[src/rtl/mash_pkg.sv]
// Shared constants for the MASH 1-1-1 modulator.
//   OUT_W      width of the signed modulator output
//   LFSR_W     width of the dither LFSR
//   LFSR_TAPS  feedback mask for a Fibonacci LFSR with taps 16,14,13,11
//   ncn_min/ncn_max  NCN output range for a given modulator order
package mash_pkg;

  localparam int unsigned OUT_W  = 4;
  localparam int unsigned LFSR_W = 16;
  // Tap positions 16,14,13,11 map to bit indices 15,13,12,10.
  localparam logic [LFSR_W-1:0] LFSR_TAPS = 16'hB400;

  function automatic int ncn_min(input int unsigned order);
    case (order)
      1:       return 0;
      2:       return -1;
      default: return -3;
    endcase
  endfunction

  function automatic int ncn_max(input int unsigned order);
    case (order)
      1:       return 1;
      2:       return 2;
      default: return 4;
    endcase
  endfunction

endpackage

[src/rtl/mash_acc_stage.sv]
// One MASH accumulator stage: e_out accumulates in_val modulo 2^WIDTH,
// c_out is the registered overflow of that addition.
//   clk, rst_n  clock, asynchronous active-low reset
//   en          clock enable; 0 holds e_out and c_out
//   in_val      addend, one bit wider than the accumulator so stage 1 can
//               carry frac + dither without losing the top bit
//   e_out       registered accumulator (quantisation error)
//   c_out       registered carry out
module mash_acc_stage #(
  parameter int unsigned WIDTH = 16
) (
  input  logic             clk,
  input  logic             rst_n,
  input  logic             en,
  input  logic [WIDTH:0]   in_val,
  output logic [WIDTH-1:0] e_out,
  output logic             c_out
);

  // Max sum is (2^W - 1) + 2^W, so bit W is the single carry.
  logic [WIDTH:0] sum;

  always_comb begin
    sum = {1'b0, e_out} + in_val;
  end

  always_ff @(posedge clk or negedge rst_n) begin
    if (!rst_n) begin
      e_out <= '0;
      c_out <= 1'b0;
    end else if (en) begin
      e_out <= sum[WIDTH-1:0];
      c_out <= sum[WIDTH];
    end
  end

endmodule

[src/rtl/mash_modulator.sv]
// MASH 1-1-1 delta-sigma modulator, order 1..3, with noise-cancellation
// network, clock enable, guarded fraction load and optional LFSR dither.
//   clk, rst_n  clock, asynchronous active-low reset
//   en          clock enable; 0 freezes all modulator state
//   frac_in     fractional input word
//   frac_load   capture frac_in into frac_q (independent of en)
//   dither_en   add LFSR bit 0 to the stage-1 LSB
//   out_val     signed NCN output, long-run mean = frac/2^WIDTH
//   out_valid   out_val meaningful this cycle
//   c1_dbg      registered stage-1 carry
module mash_modulator
  import mash_pkg::*;
#(
  parameter int unsigned       WIDTH = 16,
  parameter int unsigned       ORDER = 3,
  parameter logic [LFSR_W-1:0] SEED  = 16'hACE1
) (
  input  logic                    clk,
  input  logic                    rst_n,
  input  logic                    en,
  input  logic [WIDTH-1:0]        frac_in,
  input  logic                    frac_load,
  input  logic                    dither_en,
  output logic signed [OUT_W-1:0] out_val,
  output logic                    out_valid,
  output logic                    c1_dbg
);

  if (ORDER < 1 || ORDER > 3) begin : g_bad_order
    $error("mash_modulator: ORDER must be 1..3");
  end
  if (WIDTH < 8 || WIDTH > 32) begin : g_bad_width
    $error("mash_modulator: WIDTH must be 8..32");
  end

  localparam logic [2:0] WARM_SAT = 3'(ORDER + 1);

  logic [WIDTH-1:0]  frac_q;
  logic [LFSR_W-1:0] lfsr;
  logic              dither_bit;
  logic [WIDTH:0]    stage_in [ORDER];
  logic [WIDTH-1:0]  acc      [ORDER];
  logic [ORDER-1:0]  carry;
  logic [OUT_W-1:0]  ncn_y;
  logic [2:0]        warm_cnt;
  logic [2:0]        warm_nxt;
  logic              unused_last_acc;

  // The last stage's residue feeds nothing further.
  assign unused_last_acc = ^acc[ORDER-1];

  always_ff @(posedge clk or negedge rst_n) begin
    if (!rst_n) begin
      frac_q <= '0;
    end else if (frac_load) begin
      frac_q <= frac_in;
    end
  end

  always_ff @(posedge clk or negedge rst_n) begin
    if (!rst_n) begin
      lfsr <= SEED;
    end else if (en) begin
      lfsr <= {lfsr[LFSR_W-2:0], ^(lfsr & LFSR_TAPS)};
    end
  end

  assign dither_bit = dither_en & lfsr[0];

  always_comb begin
    stage_in[0] = {1'b0, frac_q} + {{WIDTH{1'b0}}, dither_bit};
    for (int unsigned k = 1; k < ORDER; k++) begin
      stage_in[k] = {1'b0, acc[k-1]};
    end
  end

  for (genvar k = 0; k < int'(ORDER); k++) begin : g_stage
    mash_acc_stage #(.WIDTH(WIDTH)) u_stage (
      .clk    (clk),
      .rst_n  (rst_n),
      .en     (en),
      .in_val (stage_in[k]),
      .e_out  (acc[k]),
      .c_out  (carry[k])
    );
  end

  assign c1_dbg = carry[0];

  // NCN: carries are delayed so that each stage's pipelined carry lines up
  // with the stage-1 carry. 4-bit modulo arithmetic yields the correct
  // two's-complement result because the true value always fits.
  if (ORDER == 1) begin : g_ncn1
    assign ncn_y = {3'b000, carry[0]};
  end else if (ORDER == 2) begin : g_ncn2
    logic c1d, c2d;
    always_ff @(posedge clk or negedge rst_n) begin
      if (!rst_n) begin
        c1d <= 1'b0;
        c2d <= 1'b0;
      end else if (en) begin
        c1d <= carry[0];
        c2d <= carry[1];
      end
    end
    assign ncn_y = {3'b000, c1d} + {3'b000, carry[1]} - {3'b000, c2d};
  end else begin : g_ncn3
    logic c1d, c1dd, c2d, c2dd, c3d, c3dd;
    always_ff @(posedge clk or negedge rst_n) begin
      if (!rst_n) begin
        c1d  <= 1'b0;
        c1dd <= 1'b0;
        c2d  <= 1'b0;
        c2dd <= 1'b0;
        c3d  <= 1'b0;
        c3dd <= 1'b0;
      end else if (en) begin
        c1d  <= carry[0];
        c1dd <= c1d;
        c2d  <= carry[1];
        c2dd <= c2d;
        c3d  <= carry[2];
        c3dd <= c3d;
      end
    end
    assign ncn_y = {3'b000, c1dd} + {3'b000, c2d} - {3'b000, c2dd}
                 + {3'b000, carry[2]} - {2'b00, c3d, 1'b0} + {3'b000, c3dd};
  end

  assign warm_nxt = (warm_cnt == WARM_SAT) ? warm_cnt : warm_cnt + 3'd1;

  always_ff @(posedge clk or negedge rst_n) begin
    if (!rst_n) begin
      warm_cnt  <= '0;
      out_val   <= '0;
      out_valid <= 1'b0;
    end else if (en) begin
      warm_cnt  <= warm_nxt;
      out_val   <= $signed(ncn_y);
      out_valid <= (warm_nxt == WARM_SAT);
    end else begin
      out_valid <= 1'b0;
    end
  end

endmodule

[config.mk]
export PLATFORM = sky130hd
export DESIGN_NAME = mash_modulator
export DESIGN_NICKNAME = d
export VERILOG_FILES = /design/src/rtl/mash_pkg.sv /design/src/rtl/mash_acc_stage.sv /design/src/rtl/mash_modulator.sv
export SDC_FILE = /design/constraint.sdc
export NUM_CORES = 1
export LEC_CHECK = 0
export CORE_UTILIZATION = 30
export DETAILED_ROUTE_END_ITERATION = 16
export HOLD_SLACK_MARGIN = 0.1
export PLACE_DENSITY = 0.46
export SLEW_MARGIN = 20
export SYNTH_ARGS = -nofsm -noshare
export SYNTH_HDL_FRONTEND = slang
export SYNTH_SLANG_ARGS = --single-unit
[constraint.sdc]
create_clock -name clk -period 7.45 [get_ports clk]
set_input_delay 1.49 -clock clk [delete_from_list [all_inputs] [get_ports clk]]
set_output_delay 1.49 -clock clk [all_outputs]
set_load 0.1 [all_outputs]
Word level (Yosys, flattened, before mapping)
Cells that the tools add are included.
{ "word_totals": {"register_bits": 97} }
{ "op_classes": {"add_sub_neg": 10, "n_eq_ne": 2, "mux": 2, "n_bitwise": 1, "reduce_logical": 1} }
{ "op_table": {"columns": ["op", "count"], "rows": [
  ["16-bit by 16-bit adder with 17-bit output", 2],
  ["16-bit by 1-bit adder with 17-bit output", 1],
  ["16-bit by 17-bit adder with 17-bit output", 1],
  ["16-bit parity", 1],
  ["3-bit == test (second input constant)", 2],
  ["3-bit by 2-bit adder with 4-bit output", 1],
  ["4-bit by 1-bit adder with 4-bit output", 1],
  ["4-bit by 2-bit subtractor with 4-bit output", 1],
  ["3-bit by 1-bit adder with 3-bit output (second input constant)", 1],
  ["3-bit two-way mux", 1],
  ["2-bit by 1-bit subtractor with 3-bit output", 1],
  ["1-bit by 1-bit adder with 2-bit output", 1],
  ["1-bit AND", 1],
  ["1-bit two-way mux", 1]
]} }

Logic depth before layout (Yosys ltp)
{ "logic_depth": {"word_depth": 5, "ltp_mapped": 11} }

By module
A second synthesis with hierarchy kept.
{ "hier_totals": {"hier_cells": 631, "area_unflattened_um2": 6821.5} }
{ "modules_own_cells": {"columns": ["mod", "instances", "cells_per_inst", "area_per_inst_um2"], "rows": [
  ["mash_acc_stage (g_stage[1].u_stage ...)", 2, 150, 1520.2],
  ["mash_modulator", 1, 183, 2243.4],
  ["mash_acc_stage (g_stage[0].u_stage)", 1, 148, 1537.7]
]} }

Least setup slack after synthesis
OpenSTA, ideal clock, no wires.
{ "synth_path": {"path_type": "input port to flip-flop", "from": "input port dither_en", "to": "register g_stage[0].u_stage.e_out[14]", "arrival_time_ns": 3.353, "t_required_ns": 7.325, "setup_slack_ns": 3.972, "cell_stages": 10, "n_path_buf": 0, "cell_sequence": "nand2_1 -> fa_1 -> inv_1 -> fa_1 -> a21o_1 -> a41o_1 -> a21oi_1 -> o311ai_0 -> xnor2_1 -> mux2_2"} }
{ "synth_between": {"elab_chain_len": 3} }
{ "synth_lines": {"columns": ["element", "line", "rtl"], "rows": [
  ["start, declared", "mash_modulator.sv:23", "input logic dither_en,"],
  ["1-bit AND", "mash_modulator.sv:68", "assign dither_bit = dither_en & lfsr[0];"],
  ["16-bit by 1-bit adder with 17-bit output", "mash_modulator.sv:71", "stage_in[0] = {1'b0, frac_q} + {{WIDTH{1'b0}}, dither_bit};"],
  ["16-bit by 17-bit adder with 17-bit output", "mash_acc_stage.sv:24", "sum = {1'b0, e_out} + in_val;"],
  ["end signal, assigned", "mash_acc_stage.sv:32", "e_out <= sum[WIDTH-1:0];"],
  ["end, declared", "mash_acc_stage.sv:16", "output logic [WIDTH-1:0] e_out,"]
]} }
Every way passes these cells.
A chain may end at the register's enable or synchronous reset.

Worst setup path in the final report
Same ends and word-level chain as after synthesis.

==> out/results.ini <==
[place]
gp_congestion=0.890
dpl_cell_area_mm2=0.00655
port_buffers=26
dp_cells=836
post-dp-hpwl_um=8550

[timing]
rsz0062_at_grt=no
slew_viol_final=0
tns_ps=0
skew_ps=6.53
setup_viol=0
max_slew_margin_pct=30.7
max_freq_ghz=0.257
layout_min_cycle_time_ps=3890
worst_slew_pin_slew_ps=1040
period_share_pct=52.2
hold_viol=0

[worst_setup_path]
timing.critical_path.from_type=input port
endpoint_kind=flop
crit_fanout=4
critPathBufInv=2
criticalPathCategory=input port to flop
crit_slowest_cell=clkdlybuf4s50_1
slowest_delay_ps=410
cpMostUsedCell=fa_1
crit_chain=clkdlybuf4s50_1, nand2_1, fa_1, inv_1, fa_1, a21o_1, a41o_1, a21oi_1, o311ai_0, xnor2_1, mux2_2
required_ps=7680
cp_top_family=compound AO/OA/AOI/OAI gates
critical_path_arrival_ps=4120

[floorplanning]
dieArea_mm2=0.0206
dieWidth_um=144
die_h_um=144
ios=27
core_mm2=0.0196
rows=51
start_util_pct=30.7

[layout]
diodes=0
area_growth_pct=13.6
fin_cells=852
nets=664
num-fill-cells=1983
drive_gt1_share_pct=17.7
final_area_mm2=0.00683

[grt]
groute.usage.overall_pct=12.4
grt_max_degree=91
grt_overflow=0
grt_pass1_vias=4092
antenna_found_initial=0
grt_first_pass_wirelength_um=20000

[synth]
yosys.area_share.simple_pct=7.82
netlist_area_mm2=0.00602
synthXorXnorAreaFrac_pct=6.11
muxShareOfSynthArea_pct=14.0
synth_compound_area_share_pct=15.6
synth-edff-count=0
netlist_instances=560
synth_seq_cells=97
syn-num-nets=642
synthArstFlopShare_pct=100
ys.warnings.count=0
synth_ff_type=dfrtp_1
yosysUniqueCellTypes=54
yosysSeqAreaShare_pct=40.5
synth_fa_ha_area_share_pct=13.4
syn_area_per_cell_um2=10.7
synth_top_family_by_area=compound AO/OA/AOI/OAI gates

[clocking]
clk_latency_ps=340
cts_resized=0
cts_buffers=9
post_cts_buffers=0
cts_tree=built
cts_hold_buf=0
cts_max_level=3
cts.path.max_buffers=2
clk_pin_slew_ps=70
root_buffer=clkbuf_16
clock-sinks=97

[drt]
wl_um=11700
drc=0
vias=4149
initialDrtViolationCount=164
dr.pass1.iters=4
ant_nets=0
vias_per_cell=4.87
wire_per_inst_um=13.7

[job]
cap_violations=0

[hold_path]
worstHoldPathType=flop to flop

[status]
status=completed

[cells in the final DEF, fill, tap and decap left out, drive strengths merged, types with 2 or more instances in the layout]
cell type      count
dfrtp             89
mux2              72
ha                55
a21oi             41
nand2             36
xnor2             31
o21ai             30
nor2              25
inv               25
clkdlybuf4s50     24
a21o              13
clkbuf            12
xor2              11
o21a               9
nand3              9
dfstp              8
a211oi             8
nor3               7
o211ai             6
fa                 6
nor2b              5
o21bai             5
a31oi              5
nand4              4
or3                4
nand2b             3
mux2i              3
o31ai              3
and3               3
a21boi             3
buf                3
and2               2
a221o              2
a31o               2
clkinv             2
o311ai             2
[cell type report]
class	instances	area, µm²	share of cell area [%]
flip-flops and latches	97	2440	35.7
clock inverters	4	26.3	0.385
clock buffers	12	256	3.75
inverters	24	90.1	1.32
repair buffers	27	263	3.85
well taps	265	332	4.85
multi-input cells	423	3430	50.2
[logic make-up (layout without fill, tap and decap cells)]
family,count (synthesis),after routing
mux,75,75
buf+inv,40,67
fa+ha+maj,61,61
simple gates,102,102
compound gates,143,143
xor+xnor,42,42
flops,97,97
[metal layers]
layer,vias up,global-route usage [%],share of wire (%)
li1,2085,-,-
met1,1994,16.2,49
met2,60,20.3,47
met3,10,2.93,2.7
met4,0,4.09,1.3
met5,-,0,0
[cells in the mapped netlist (all sizes together) (2+ instances only)]
master / number / share of area, %
dfrtp: 89 / 37
mux2: 72 / 13
ha: 55 / 11
a21oi: 41 / 3.4
nand2: 36 / 2.2
xnor2: 31 / 4.5
o21ai: 30 / 2.5
nor2: 25 / 1.6
inv: 24 / 1.5
a21o: 13 / 1.6
clkbuf: 13 / 0.81
xor2: 11 / 1.6
nand3: 9 / 0.75
o21a: 9 / 1.1
a211oi: 8 / 1.2
dfstp: 8 / 3.5
nor3: 7 / 0.58
fa: 6 / 2.0
o211ai: 6 / 0.75
a31oi: 5 / 0.52
nor2b: 5 / 0.52
o21bai: 5 / 0.62
nand4: 4 / 0.42
or3: 4 / 0.42
a21boi: 3 / 0.37
and3: 3 / 0.31
buf: 3 / 0.19
mux2i: 3 / 0.50
nand2b: 3 / 0.31
o31ai: 3 / 0.37
a221o: 2 / 0.33
a31o: 2 / 0.29
and2: 2 / 0.21
o311ai: 2 / 0.29
[final timing paths]
kind	slack (ps)	endpoint	startpoint	cells after the start
worst max-delay path	3560	g_stage[0].u_stage.e_out[14]$_DFFE_PN0P_	dither_en	11
worst min-delay path	490	g_ncn3.c3dd$_DFFE_PN0P_	g_ncn3.c3d$_DFFE_PN0P_	2
worst max register to register	4750	g_stage[0].u_stage.e_out[14]$_DFFE_PN0P_	lfsr[0]$_DFFE_PN1P_	10
worst min register to register	490	g_ncn3.c3dd$_DFFE_PN0P_	g_ncn3.c3d$_DFFE_PN0P_	2
max in group asynchronous	5230	g_stage[0].u_stage.e_out[8]$_DFFE_PN0P_	rst_n	2
min in group asynchronous	1140	warm_cnt[2]$_DFFE_PN0P_	rst_n	1
[state kept, by name, indices dropped and copies added, names as in the netlist]
register and count:
g_ncn3.c2dd 1, frac_q 16, g_ncn3.c3d 1, g_ncn3.c2d 1, g_ncn3.c1dd 1, g_stage.u_stage.c_out 3, lfsr 16, out_valid 1
out_val 4, warm_cnt 3, g_stage.u_stage.e_out 48, g_ncn3.c1d 1, g_ncn3.c3dd 1
[through the flow]
stage	util [%]	hold slack, ps	setup WS (ps)
6_report	34.9	488	3560
5_1_grt	34.9	511	3430
4_1_cts	34.9	491	3540
3_5_place_dp	33.4	475	3150
3_3_place_gp	33.4	465	3190
2_1_floorplan	-	450	3970
[worst reg2reg max path, stage by stage (launching register included)]
cell and delay [ps]:
dfstp_2 540, nand2_1 110, fa_1 400, inv_1 80
fa_1 200, a21o_1 170, a41o_1 170, a21oi_1 80
o311ai_0 460, xnor2_1 120, mux2_2 270
Power is not shown: default switching activity piles up to over one toggle a cycle in this logic, so the estimate is an artifact.
